==> src/rtl/tse_cfg_sequencer_if.sv <==
// tse_cfg_sequencer_if
//   Avalon-MM master bundle between the TSE configuration sequencer and the
//   MAC control ports.
//   master modport: drives address/read/write/writedata, samples readdata and
//                   waitrequest (used by the sequencer).
//   slave  modport: the opposite view (interconnect / bench slave model).
interface tse_cfg_sequencer_if;
  logic [7:0]  avm_address;
  logic        avm_write;
  logic        avm_read;
  logic [31:0] avm_writedata;
  logic [31:0] avm_readdata;
  logic        avm_waitrequest;

  modport master (
    output avm_address, avm_write, avm_read, avm_writedata,
    input  avm_readdata, avm_waitrequest
  );

  modport slave (
    input  avm_address, avm_write, avm_read, avm_writedata,
    output avm_readdata, avm_waitrequest
  );
endinterface

==> src/rtl/tse_cfg_sequencer.sv <==
// tse_cfg_sequencer
//   Post-reset configuration controller for the two TSE MACs. Through one
//   shared Avalon-MM master it soft-resets each MAC, polls for SW_RESET to
//   clear, writes the station address and max frame length, then enables
//   TX/RX (optionally promiscuous). cfg_done rises when both MACs are
//   enabled; a failure stops in ERROR with cfg_error and err_step.
//
//   Optional feature: define TSE_CFG_VERIFY_EN to read back and compare each
//   register written in steps 2-5 (step 5 compares bits 4,1,0 only).
//
// Ports
//   sys_clk, core_reset_n  clock, async active-low reset
//   start                  1-cycle pulse, re-runs the sequence from DONE/ERROR
//   avm (master modport)   Avalon-MM master: address/read/write/writedata out,
//                          readdata/waitrequest in
//   busy                   sequence in progress (0 in DONE/ERROR and in reset)
//   cfg_done               both MACs configured (sticky)
//   cfg_error              sequence aborted (sticky)
//   err_step               {mac_idx, step} of the failing step, 0 otherwise
module tse_cfg_sequencer #(
  parameter logic [7:0]  MAC_BASE0  = 8'h00,
  parameter logic [7:0]  MAC_BASE1  = 8'h80,
  parameter logic [47:0] MAC_ADDR   = 48'h001C23174ACB,
  parameter logic [15:0] FRM_LENGTH = 16'd1518,
  parameter bit          PROMISC    = 1'b1,
  parameter logic [15:0] RST_WAIT   = 16'd1000,
  parameter logic [7:0]  POLL_MAX   = 8'd64
) (
  input  logic                       sys_clk,
  input  logic                       core_reset_n,
  input  logic                       start,
  tse_cfg_sequencer_if.master        avm,
  output logic                       busy,
  output logic                       cfg_done,
  output logic                       cfg_error,
  output logic [3:0]                 err_step
);

  localparam logic [7:0]  OFF_CMD  = 8'h02;
  localparam logic [7:0]  OFF_MAC0 = 8'h03;
  localparam logic [7:0]  OFF_MAC1 = 8'h04;
  localparam logic [7:0]  OFF_FRM  = 8'h05;

  localparam logic [31:0] SW_RESET = 32'h0000_2000;
  localparam logic [31:0] CMD_EN   = 32'h0000_0003 | (PROMISC ? 32'h0000_0010 : 32'h0);
  // byte0 of the station address sits in MAC_ADDR[47:40]
  localparam logic [31:0] MAC0_WORD = {MAC_ADDR[23:16], MAC_ADDR[31:24],
                                       MAC_ADDR[39:32], MAC_ADDR[47:40]};
  localparam logic [31:0] MAC1_WORD = {16'h0, MAC_ADDR[7:0], MAC_ADDR[15:8]};
  localparam logic [31:0] FRM_WORD  = {16'h0, FRM_LENGTH};

  typedef enum logic [2:0] {
    ST_WAIT, ST_ACCESS, ST_NEXT, ST_DONE, ST_ERROR
  } state_t;

  state_t      state, state_n;
  logic [15:0] cnt, cnt_n;
  logic [2:0]  step, step_n;
  logic        mac_idx, mac_n;
  logic        rb, rb_n;        // current access is a verify readback
  logic [7:0]  poll_cnt, poll_n;
  logic        done_n, err_n, busy_n;
  logic [3:0]  err_step_n;
  logic        adv, fail;

  // ---------------- access decode ----------------
  logic [7:0]  base, off;
  logic [31:0] wdata;
  logic        is_read;

  always_comb begin
    base  = mac_idx ? MAC_BASE1 : MAC_BASE0;
    off   = OFF_CMD;
    wdata = '0;
    unique case (step)
      3'd0:    wdata = SW_RESET;
      3'd2:    begin off = OFF_MAC0; wdata = MAC0_WORD; end
      3'd3:    begin off = OFF_MAC1; wdata = MAC1_WORD; end
      3'd4:    begin off = OFF_FRM;  wdata = FRM_WORD;  end
      3'd5:    wdata = CMD_EN;
      default: ;
    endcase
  end

  assign is_read = (step == 3'd1) || rb;

  // Strobes decode straight from the state register, so an async reset
  // (state -> WAIT) drops them immediately and they hold while stalled.
  assign avm.avm_address   = base + off;
  assign avm.avm_writedata = is_read ? 32'h0 : wdata;
  assign avm.avm_write     = (state == ST_ACCESS) && !is_read;
  assign avm.avm_read      = (state == ST_ACCESS) && is_read;

`ifdef TSE_CFG_VERIFY_EN
  // the enable write is only checked on the bits this block owns
  logic [31:0] cmp_mask;
  assign cmp_mask = (step == 3'd5) ? 32'h0000_0013 : 32'hFFFF_FFFF;
`endif

  // ---------------- next state ----------------
  always_comb begin
    state_n    = state;
    cnt_n      = cnt;
    step_n     = step;
    mac_n      = mac_idx;
    rb_n       = rb;
    poll_n     = poll_cnt;
    done_n     = cfg_done;
    err_n      = cfg_error;
    err_step_n = err_step;
    adv        = 1'b0;
    fail       = 1'b0;

    unique case (state)
      ST_WAIT: begin
        if (cnt == 16'd0) state_n = ST_ACCESS;
        else              cnt_n   = cnt - 16'd1;
      end
      ST_ACCESS: begin
        if (!avm.avm_waitrequest) begin
          // NEXT gives the mandatory idle cycle between transfers
          state_n = ST_NEXT;
          if (rb) begin
`ifdef TSE_CFG_VERIFY_EN
            rb_n = 1'b0;
            if (((avm.avm_readdata ^ wdata) & cmp_mask) != 32'h0) fail = 1'b1;
            else                                                 adv  = 1'b1;
`endif
          end else if (step == 3'd1) begin
            poll_n = poll_cnt + 8'd1;
            if ((avm.avm_readdata & SW_RESET) == 32'h0) adv  = 1'b1;
            else if (poll_cnt + 8'd1 >= POLL_MAX)       fail = 1'b1;
          end
`ifdef TSE_CFG_VERIFY_EN
          else if (step >= 3'd2) rb_n = 1'b1;
`endif
          else adv = 1'b1;
        end
      end
      ST_NEXT: state_n = ST_ACCESS;
      ST_DONE, ST_ERROR: begin
        if (start) begin
          state_n    = ST_WAIT;
          cnt_n      = RST_WAIT;
          step_n     = 3'd0;
          mac_n      = 1'b0;
          rb_n       = 1'b0;
          poll_n     = 8'd0;
          done_n     = 1'b0;
          err_n      = 1'b0;
          err_step_n = 4'd0;
        end
      end
      default: state_n = ST_WAIT;
    endcase

    if (adv) begin
      if (step == 3'd5) begin
        if (mac_idx) begin
          state_n = ST_DONE;
          done_n  = 1'b1;
        end else begin
          mac_n  = 1'b1;
          step_n = 3'd0;
        end
      end else begin
        step_n = step + 3'd1;
        if (step == 3'd0) poll_n = 8'd0;
      end
    end

    if (fail) begin
      state_n    = ST_ERROR;
      err_n      = 1'b1;
      err_step_n = {mac_idx, step};
    end

    busy_n = (state_n != ST_DONE) && (state_n != ST_ERROR);
  end

  // ---------------- state register ----------------
  always_ff @(posedge sys_clk or negedge core_reset_n) begin
    if (!core_reset_n) begin
      state     <= ST_WAIT;
      cnt       <= RST_WAIT;
      step      <= 3'd0;
      mac_idx   <= 1'b0;
      rb        <= 1'b0;
      poll_cnt  <= 8'd0;
      busy      <= 1'b0;
      cfg_done  <= 1'b0;
      cfg_error <= 1'b0;
      err_step  <= 4'd0;
    end else begin
      state     <= state_n;
      cnt       <= cnt_n;
      step      <= step_n;
      mac_idx   <= mac_n;
      rb        <= rb_n;
      poll_cnt  <= poll_n;
      busy      <= busy_n;
      cfg_done  <= done_n;
      cfg_error <= err_n;
      err_step  <= err_step_n;
    end
  end

endmodule
==> src/flat_wrapper.sv <==
// flat-port wrapper written by rule: the top's interface ports become plain ports
module tse_cfg_sequencer_flat 
#(
  parameter logic [7:0]  MAC_BASE0  = 8'h00,
  parameter logic [7:0]  MAC_BASE1  = 8'h80,
  parameter logic [47:0] MAC_ADDR   = 48'h001C23174ACB,
  parameter logic [15:0] FRM_LENGTH = 16'd1518,
  parameter bit          PROMISC    = 1'b1,
  parameter logic [15:0] RST_WAIT   = 16'd1000,
  parameter logic [7:0]  POLL_MAX   = 8'd64
)
  (sys_clk, core_reset_n, start, busy, cfg_done, cfg_error, err_step, avm_avm_address, avm_avm_write, avm_avm_read, avm_avm_writedata, avm_avm_readdata, avm_avm_waitrequest);
  tse_cfg_sequencer_if avm_i ();
  input  logic sys_clk;
  input  logic core_reset_n;
  input  logic start;
  output logic busy;
  output logic cfg_done;
  output logic cfg_error;
  output logic [3:0] err_step;
  output wire logic [$bits(avm_i.avm_address)-1:0] avm_avm_address;
  output wire logic [$bits(avm_i.avm_write)-1:0] avm_avm_write;
  output wire logic [$bits(avm_i.avm_read)-1:0] avm_avm_read;
  output wire logic [$bits(avm_i.avm_writedata)-1:0] avm_avm_writedata;
  input wire logic [$bits(avm_i.avm_readdata)-1:0] avm_avm_readdata;
  input wire logic [$bits(avm_i.avm_waitrequest)-1:0] avm_avm_waitrequest;
  assign avm_avm_address = avm_i.avm_address;
  assign avm_avm_write = avm_i.avm_write;
  assign avm_avm_read = avm_i.avm_read;
  assign avm_avm_writedata = avm_i.avm_writedata;
  assign avm_i.avm_readdata = avm_avm_readdata;
  assign avm_i.avm_waitrequest = avm_avm_waitrequest;
  tse_cfg_sequencer #(.MAC_BASE0(MAC_BASE0), .MAC_BASE1(MAC_BASE1), .MAC_ADDR(MAC_ADDR), .FRM_LENGTH(FRM_LENGTH), .PROMISC(PROMISC), .RST_WAIT(RST_WAIT), .POLL_MAX(POLL_MAX)) u_core (.sys_clk(sys_clk), .core_reset_n(core_reset_n), .start(start), .avm(avm_i), .busy(busy), .cfg_done(cfg_done), .cfg_error(cfg_error), .err_step(err_step));
endmodule
==> config.mk <==
export PLATFORM = sky130hd
export DESIGN_NAME = tse_cfg_sequencer_flat
export DESIGN_NICKNAME = d
export VERILOG_FILES = /design/src/rtl/tse_cfg_sequencer_if.sv /design/src/rtl/tse_cfg_sequencer.sv /design/src/flat_wrapper.sv
export SDC_FILE = /design/constraint.sdc
export NUM_CORES = 1
export LEC_CHECK = 0
export ABC_AREA = 1
export CORE_MARGIN = 2
export CORE_UTILIZATION = 47
export CTS_BUF_LIST = sky130_fd_sc_hd__clkbuf_4 sky130_fd_sc_hd__clkbuf_8 sky130_fd_sc_hd__clkbuf_16
export DETAILED_ROUTE_END_ITERATION = 8
export PLACE_DENSITY = 0.84
export SLEW_MARGIN = 40
export SYNTH_ARGS = -nofsm -noshare
export SYNTH_HDL_FRONTEND = slang
export SYNTH_SLANG_ARGS = --single-unit
==> constraint.sdc <==
create_clock -name sys_clk -period 1.9 [get_ports sys_clk]
set_input_delay 0.285 -clock sys_clk [delete_from_list [all_inputs] [get_ports sys_clk]]
set_output_delay 0.285 -clock sys_clk [all_outputs]
set_load 0.02 [all_outputs]
==> metrics.md <==
| Metric | Value |
|---|---|
| Clk slew on worst S/H paths | `0.08 ns` |
| Post-synthesis cell count | `372` |
| Peak supply drop | `963 uV` |
| Final hold slack | `0.0256 ns` |
| Crit path kind | `register to primary output` |
| 1st-iter DRT viols | `156` |
| NumNets Final | `473` |
| Clock buffer depth | `2` |
| Die Y | `78.8 um` |
| Gr usage total | `0.200` |
| R2r endpoint | `u_core.poll_cnt[6]$_DFF_PN0_` |
| Routability Congestion | `0.830` |
| Final period util | `1.06` |
| Leading area contributor after synthesis | `dfrtp_1` |
| Largest net degree at the start of global routing | `39` |
| CP Max Fanout | `3` |
| Die footprint | `6200 um^2` |
| Final Max Tran Viols | `0` |
| CTS tree | `yes` |
| Total Wirelength | `6370 um` |
| Die Width | `78.8 um` |
| Netlist cell types | `35` |
| Total core area | `5440 um^2` |
| Top cell type's share of synthesized area | `0.305` |
| EDFF count, synth | `0` |
| Critical Path End Type | `primary output` |
| Synth top area cells | `dfrtp_1, nand2_1, buf_4` |
| TritonRoute pass-1 iters | `4` |
| Reg-to-reg slack, setup | `0.08 ns` |
| P&R area growth vs syn | `26.3%` |
| Required time of the worst setup path | `1.62 ns` |
| Most used standard cell by instance count after synthesis | `nand2_1` |
| Top_reg_cell synth | `dfrtp_1` |
| Synth top cells by count | `nand2_1, nand3_1, nor2_1` |
| Buffers on Ports | `40` |
| Setup-failing EPs final | `3` |
| Dpl cells | `489` |
| Final hold vios | `0` |
| CTS sink count | `38` |
| Final Non-Filler Cells | `502` |
| Synth Cell Area | `2630 um^2` |
| Outcome | `complete, but fails checks` |
| Global-route wire length before repair | `10200 um` |
| Overflow after GRT | `0` |
| Share of layout cells above drive strength 1 | `0.272` |
| Post-synthesis register bit count | `38` |
| Num CTS Buffers | `5` |
| Leak | `1.64 nW` |
| DRC Markers | `0` |
| Setup repair after global routing missed its margin | `yes` |
| Worst skew pair latency | `0.29 ns` |
| Critical path launch point type | `register` |
| Vias in the first global route | `2344` |
| Ys async rst share | `1.00` |
| F_max | `495 MHz` |
| Hold_buf cts | `0` |
| CTS root buf | `clkbuf_8` |
| Vias/cell | `4.96` |
| Max Cap Viol | `0` |
| Hold crit path type | `primary input to async pin` |
| Worst-case reg-to-reg path depth | `11` |
| Via count | `2489` |
| Critical R2R Launch | `u_core.step[0]$_DFF_PN0_` |
| Setup WS post-layout | `-0.119 ns` |
| Tmin final | `2.02 ns` |
| Io pins | `85` |
| Wire per inst | `12.7 um` |
| YS warnings | `0` |
| Final ANT Viol Nets | `0` |
| H-tree depth | `2` |
| Hpwl dp | `4380 um` |
| Post-synthesis sequential area ratio | `0.365` |
| CP arrival | `1.73 ns` |
| N_diodes | `0` |
| Cell Pwr Density | `1610 nW/um^2` |
| Avg Inst Size Synth | `7.06 um^2` |
| Worst Skew | `0.00636 ns` |
| FP Rows | `27` |
| Initial antenna violation count | `0` |
| Failing checks | `negative setup slack` |
| Initial core utilization | `0.483` |
==> cell usage in the layout (no fill, tap or decap), drive strengths merged, types with 3 or more instances in the layout <==
cell | synthesis | final
a21oi | 15 | 15
buf | 32 | 52
clkbuf | 0 | 11
clkdlybuf4s50 | 0 | 11
conb | 1 | 13
dfrtp | 32 | 32
dfstp | 6 | 6
ha | 8 | 8
inv | 40 | 40
nand2 | 102 | 102
nand3 | 40 | 40
nand4 | 4 | 4
nor2 | 43 | 43
nor3 | 5 | 5
o21ai | 23 | 23
o21bai | 3 | 3
or2 | 3 | 3
xor2 | 3 | 3
==> how the worst max path moves through the flow <==
| stage | from | to | slack [ns] | cells past startpoint |
|---|---|---|---|---|
| final | u_core.step[0]$_DFF_PN0_ | avm_avm_writedata[8] | -0.12 | 6 |
| after global routing | u_core.step[0]$_DFF_PN0_ | avm_avm_writedata[3] | -0.19 | 6 |
| after CTS | u_core.step[1]$_DFF_PN0_ | avm_avm_writedata[8] | -0.08 | 8 |
| after detailed placement | u_core.step[0]$_DFF_PN0_ | avm_avm_address[1] | -0.23 | 8 |
| after global placement | u_core.step[0]$_DFF_PN0_ | avm_avm_writedata[3] | -0.19 | 6 |
| after floorplan | u_core.step[1]$_DFF_PN0_ | avm_avm_writedata[6] | 0.02 | 7 |
==> flip-flops by register name, summed over array words and instances (netlist names) <==
register,flops
u_core.cnt,16
u_core.poll_cnt,8
u_core.err_step,4
u_core.state,3
u_core.step,3
u_core.busy,1
u_core.cfg_done,1
u_core.cfg_error,1
u_core.mac_idx,1
==> critical path, stage by stage (launching register included) <==
cell and delay (ns):
dfrtp_1 0.41, inv_2 0.12, ha_2 0.19, nand2_2 0.10, a311oi_4 0.34, buf_4 0.17, buf_6 0.11
==> through the flow <==
| step | cell area (um^2) | worst slack [ns] | utilization | TNS (ns) | total power [mW] |
|---|---|---|---|---|---|
| after detailed placement | 3130 | -0.231 | 0.575 | -2.98 | 4.50 |
| after global routing | 3320 | -0.192 | 0.610 | -0.737 | 5.76 |
| after floorplan | 2700 | 0.0158 | - | 0 | 3.48 |
| after CTS | 3230 | -0.0818 | 0.594 | -0.163 | 5.12 |
| final | 3320 | -0.119 | 0.610 | -0.343 | 5.36 |
| after global placement | 3130 | -0.192 | 0.575 | -2.35 | 4.40 |
==> cells by family (layout without fill, tap and decap cells) <==
kind of cell / count (synthesis) / in the layout / synth area share
compound gates: 47 / 47 / 0.0995
simple gates: 201 / 201 / 0.332
flops: 38 / 38 / 0.365
buf+inv: 73 / 119 / 0.150
fa+ha+maj: 8 / 8 / 0.0381
xor+xnor: 4 / 4 / 0.0133
other cells: 1 / 13 / 0.00143
==> cell type report <==
type / instances / area (um^2)
Sequential cell: 38 / 958
Clock buffer: 6 / 82.6
Timing Repair Buffer: 70 / 556
Clock inverter: 2 / 12.5
Multi-Input combinational cell: 273 / 1460
Inverter: 41 / 159
Tap cell: 72 / 90.1
Fill cell: 460 / 2120
==> power breakdown <==
group	internal, mW	switching (mW)	total (mW)
Sequential	1.11	0.278	1.39
Clock	0.292	0.301	0.592
Combinational	1.41	1.97	3.38
==> metal layers <==
metal / vias to the layer above / track usage / part of all wire
li1: 1270 / - / -
met1: 1162 / 0.254 / 0.45
met2: 47 / 0.351 / 0.50
met3: 10 / 0.0284 / 0.030
met4: 0 / 0.0649 / 0.015
met5: - / 0 / 0
==> timing repair <==
item,4_1_cts,5_1_grt
resized for setup,114,47
setup buffers,3,3
pin swaps,2,8
setup endpoints to repair,28,38
No activity file was read; power rests on OpenSTA's default activity.
